`src/rtl/alu_issue_ctrl.sv`:
```
// Instruction fetch/decode, ALU issue and writeback controller for the 8-bit MP datapath.
// Define ALU_CTRL_ILLEGAL_TRAP_EN to halt with a sticky trap on illegal byte0.
module alu_issue_ctrl (
    input  logic       clk,
    input  logic       rst,
    input  logic       instr_valid,
    input  logic [7:0] instr_data,
    output logic       instr_ready,
    output logic       alu_enable,
    output logic [4:0] alu_opcode,
    output logic [7:0] alu_acc,
    output logic [7:0] alu_operand,
    output logic [7:0] alu_flag,
    input  logic [7:0] alu_result,
    input  logic [7:0] alu_flags,
    output logic [7:0] acc_out,
    output logic [7:0] b_out,
    output logic [7:0] flags_out,
    output logic       busy,
    output logic       done,
    output logic       trap
);

    typedef enum logic [1:0] {
        FETCH0,
        FETCH1,
        EXEC,
        HALT
    } state_t;

    localparam logic [4:0] OP_CMP = 5'h0E;

    state_t     state;
    logic [7:0] byte0;
    logic [7:0] imm_q;
    logic [7:0] acc_q;
    logic [7:0] b_q;
    logic [7:0] flag_q;
    logic       done_q;
    logic       data_legal;

    always_comb begin
        data_legal = 1'b0;
        unique case (instr_data[6:5])
            2'b00:   data_legal = (instr_data[4:0] <= 5'h0E);
            2'b01:   data_legal = instr_data[7];
            2'b10:   data_legal = instr_data[7];
            default: data_legal = 1'b0;
        endcase
    end

`ifdef ALU_CTRL_ILLEGAL_TRAP_EN
    logic trap_q;
    assign trap = trap_q;
`else
    assign trap = 1'b0;
`endif

    always_ff @(posedge clk or posedge rst) begin
        if (rst) begin
            state  <= FETCH0;
            byte0  <= 8'h00;
            imm_q  <= 8'h00;
            acc_q  <= 8'h00;
            b_q    <= 8'h00;
            flag_q <= 8'h00;
            done_q <= 1'b0;
`ifdef ALU_CTRL_ILLEGAL_TRAP_EN
            trap_q <= 1'b0;
`endif
        end else begin
            done_q <= 1'b0;
            unique case (state)
                FETCH0: begin
                    if (instr_valid) begin
                        if (!data_legal) begin
`ifdef ALU_CTRL_ILLEGAL_TRAP_EN
                            trap_q <= 1'b1;
                            state  <= HALT;
`else
                            done_q <= 1'b1;
`endif
                        end else begin
                            byte0 <= instr_data;
                            state <= instr_data[7] ? FETCH1 : EXEC;
                        end
                    end
                end
                FETCH1: begin
                    if (instr_valid) begin
                        imm_q <= instr_data;
                        unique case (byte0[6:5])
                            2'b01: begin
                                acc_q  <= instr_data;
                                done_q <= 1'b1;
                                state  <= FETCH0;
                            end
                            2'b10: begin
                                b_q    <= instr_data;
                                done_q <= 1'b1;
                                state  <= FETCH0;
                            end
                            default: state <= EXEC;
                        endcase
                    end
                end
                EXEC: begin
                    flag_q <= alu_flags;
                    if (byte0[4:0] != OP_CMP)
                        acc_q <= alu_result;
                    done_q <= 1'b1;
                    state  <= FETCH0;
                end
                HALT: state <= HALT;
            endcase
        end
    end

    // Handshake and issue strobes decode straight from the state register.
    assign instr_ready = (state == FETCH0) || (state == FETCH1);
    assign alu_enable  = (state == EXEC);
    assign busy        = (state != FETCH0);
    assign done        = done_q;

    assign alu_opcode  = byte0[4:0];
    assign alu_acc     = acc_q;
    assign alu_operand = byte0[7] ? imm_q : b_q;
    assign alu_flag    = flag_q;

    assign acc_out     = acc_q;
    assign b_out       = b_q;
    assign flags_out   = flag_q;

endmodule
```
`config.mk`:
```
export PLATFORM = sky130hd
export DESIGN_NAME = alu_issue_ctrl
export DESIGN_NICKNAME = d
export VERILOG_FILES = /design/src/rtl/alu_issue_ctrl.sv
export SDC_FILE = /design/constraint.sdc
export NUM_CORES = 1
export LEC_CHECK = 0
export BUFFER_PORTS_ARGS = -buffer_cell sky130_fd_sc_hd__buf_4
export CORE_UTILIZATION = 43
export CTS_CLUSTER_SIZE = 10
export DETAILED_ROUTE_END_ITERATION = 16
export PLACE_DENSITY = 0.74
export SETUP_SLACK_MARGIN = 0.5
export SLEW_MARGIN = 10
export SYNTH_ARGS = -nofsm -noshare
export SYNTH_HDL_FRONTEND = slang
export SYNTH_SLANG_ARGS = --single-unit
```
`constraint.sdc`:
```
create_clock -name clk -period 1.45 [get_ports clk]
set_input_delay 0 -clock clk [delete_from_list [all_inputs] [get_ports clk]]
set_output_delay 0 -clock clk [all_outputs]
set_load 0.02 [all_outputs]
```
==> flow_metrics.env <==
export IMPL_rr_startpoint="state[0]$_DFFE_PP0P_"
export IMPL_yosysSeqAreaShare=0.510
export IMPL_crit_path_end_kind="register"
export IMPL_drcViolationCount=0
export IMPL_setup_ws_ns=0.0874
export IMPL_worst_clock_skew_ns=0.00538
export IMPL_path_class="reg -> reg"
export IMPL_insertedDiodeCount=0
export IMPL_h_tree_depth=2
export IMPL_clk_path_buf_depth=2
export IMPL_gp_congestion=0.801
export IMPL_critPathCapture="acc_out[5]$_DFFE_PP0P_"
export IMPL_via_count=1783
export IMPL_period_needed_ns=1.36
export IMPL_ys_seq_elements=43
export IMPL_r2r_end="acc_out[5]$_DFFE_PP0P_"
export IMPL_synth_simple_area_share=0.101
export IMPL_slew_viol_final=0
export IMPL_start_util=0.447
export IMPL_path_clk_slew_ns=0.07
export IMPL_p_leak_uw=0.00168
export IMPL_rsz0062_at_grt="true"
export IMPL_core_area_sq_um=4720
export IMPL_postPlaceCellArea_sq_um=2750
export IMPL_synth_xor_area_frac=0
export IMPL_grt_pass1_wl_mm=9.28
export IMPL_cts_sinks=43
export IMPL_antenna_found_initial=0
export IMPL_synthMuxAreaShare=0.155
export IMPL_dp_slack_ns=-0.0632
export IMPL_fp_dieH_microns=72.0
export IMPL_hold_start="alu_result[0]"
export IMPL_vdd_drop_max_mv=0.874
export IMPL_nets=322
export IMPL_dieWidth_microns=72.0
export IMPL_clk_latency_ns=0.29
export IMPL_drt_total_wl_mm=5.92
export IMPL_synth_fa_ha_area_frac=0.0237
export IMPL_synth_cell_type_count=35
export IMPL_finalHoldViolCount=0
export IMPL_setup_viol=0
export IMPL_grt_max_degree=27
export IMPL_avgRoutedWirePerCell_microns=16.5
export IMPL_final_antenna_net_count=0
export IMPL_syn_to_final_growth_pct=62.1
export IMPL_worstHoldPathType="in -> reg"
export IMPL_cap_violations=0
export IMPL_period_share=0.940
export IMPL_crit_required_ns=1.63
export IMPL_grt_use_met2=0.426
export IMPL_io_buffers=83
export IMPL_use_met3=0.0556
export IMPL_syn_avg_cell_area_sq_um=11.8
export IMPL_synthCells=179
export IMPL_worstPathMaxFanout=8
export IMPL_grt_pass1_vias=1870
export IMPL_top_level_ports=85
export IMPL_outcome="complete, no violations"
export IMPL_drive_above_1_share=0.586
export IMPL_yosys_warnings=0
export IMPL_design_area_sq_um=3420
export IMPL_synth_top_family_by_area="multiplexers"
export IMPL_dpl_hpwl_mm=3.59
export IMPL_dr_pass1_iters=4
export IMPL_fillers=318
export IMPL_die_area_sq_um=5190
export IMPL_rows=25
export IMPL_rrSetupSlack_ns=0.09
export IMPL_synth_compound_area_frac=0.100
export IMPL_drt_first_iter_violations=76
export IMPL_cts_tree="yes"
export IMPL_vias_per_cell=4.97
export IMPL_netlist_area_sq_um=2110
export IMPL_power_density_nw_per_um2=2010
export IMPL_grt_ovfl_total=0
export IMPL_use_met1=0.275
export IMPL_root_buffer="clkbuf_8"
export IMPL_cts_buffers=5
export IMPL_crit_start="state[0]$_DFFE_PP0P_"
export IMPL_rr_worst_depth=4
export IMPL_start_kind="register"
export IMPL_synth_nets=210
export IMPL_grt_usage=0.238
export IMPL_gr_max_usage_layer="met2"
export IMPL_cp_arrival_ns=1.54
export IMPL_fmax_mhz=734
## kinds of logic (layout without fill, tap and decap cells)
group                    count (synthesis)  count (layout)
flip-flops                              43              43
AND/OR/NAND/NOR                         40              41
buffers and inverters                   35             146
AO/OA/AOI/OAI                           28              29
multiplexers                            28              28
adder cells (fa/ha/maj)                  4               4
other                                    1               1
## where the power goes
part	total, uW	internal (uW)	switching [uW]
sequential	2160	1730	423
combinational	3880	1990	1890
clock	823	435	389
total	6860	4150	2710
## stage by stage
stage               utilization  hold slack [ns]  total power, uW  TNS, ns  std cells
floorplan                     -         -0.00212             4280        0        179
detailed placement        0.582           0.0312             5410   -0.309        313
global route              0.724           0.0249             7220        0        359
global placement          0.582           0.0307             5320  -0.0968        313
CTS                       0.700           0.0263             6610        0        354
finish                    0.724           0.0331             6860        0        359
## cell type report
| cell class | instances | area [sq um] | share of cell area |
|---|---|---|---|
| Timing Repair Buffer | 130 | 1150 | 0.336 |
| Sequential cell | 43 | 1080 | 0.316 |
| Multi-Input combinational cell | 103 | 967 | 0.283 |
| Clock buffer | 8 | 100 | 0.0293 |
| Tap cell | 67 | 83.8 | 0.0245 |
| Inverter | 8 | 41.3 | 0.0121 |
## flip-flops by register name (all words and copies together), names as in the netlist
name / flops
acc_out: 8
done: 1
byte0: 8
state: 2
alu_flag: 8
b_out: 8
imm_q: 8
## critical path, cell delays in order, from the launching register on
cell,delay [ns]
dfrtp_2,0.47
and3b_2,0.30
nand2_4,0.15
nand2_4,0.10
o221a_4,0.23
## layer usage
metal | part of all wire | vias to the layer above
li1 | - | 826
met5 | 0 | -
met4 | 0.017 | 0
met1 | 0.39 | 884
met3 | 0.050 | 10
met2 | 0.54 | 63
## worst min path at each step
stage | end | depth (start not counted)
after floorplan | acc_out[0]$_DFFE_PP0P_ | 1
after global placement | alu_flag[0]$_DFFE_PP0P_ | 2
after detailed placement | alu_flag[0]$_DFFE_PP0P_ | 2
after CTS | acc_out[0]$_DFFE_PP0P_ | 3
after global routing | acc_out[0]$_DFFE_PP0P_ | 3
final | acc_out[0]$_DFFE_PP0P_ | 3
## timing repair
| item | CTS | global route |
|---|---|---|
| setup endpoints to repair | 55 | 56 |
| resized for setup | 47 | 21 |
| hold buffers | 18 | 0 |
| cloned | 2 | 0 |
| setup buffers | 13 | 5 |
| pin swaps | 13 | 6 |
| endpoints found under the hold margin | 44 | 0 |
## synthesized netlist by cell type, drive strengths merged
cell	count	area, sq um
a21o	2	15.0
a21oi	2	10.0
and2	1	6.26
and3b	2	21.3
buf	25	189
clkbuf	2	7.51
conb	1	3.75
dfrtp	43	1080
ha	4	50.1
inv	8	30.0
mux2	26	308
mux2i	2	20.0
nand2	27	119
nand2b	1	6.26
nand3	4	20.0
nand4	1	6.26
nand4b	1	8.76
nor2b	1	6.26
nor3	1	10.0
o211a	1	10.0
o21a	7	52.6
o21ai	6	33.8
o221a	2	22.5
o221ai	1	8.76
o22a	6	52.6
o22ai	1	6.26
or4b	1	10.0
## cells in the final DEF (no fill, tap or decap), types with 2 or more instances in the layout
master and instances:
mux2i_1 2, o21ai_2 2, inv_1 4, nand2_2 3, nand2_1 22, dfrtp_1 40, buf_6 27, nand2_4 3
a21o_1 2, o221a_4 2, o21a_1 6, buf_12 2, nand3_1 3, buf_4 83, o21ai_4 2, mux2_2 9
mux2_1 5, o22a_1 6, mux2_4 12, ha_1 4, dlygate4sd3_1 18, o21ai_0 2, clkbuf_8 7, dfrtp_2 3
Note: power is estimated with default switching activity, not from simulation.
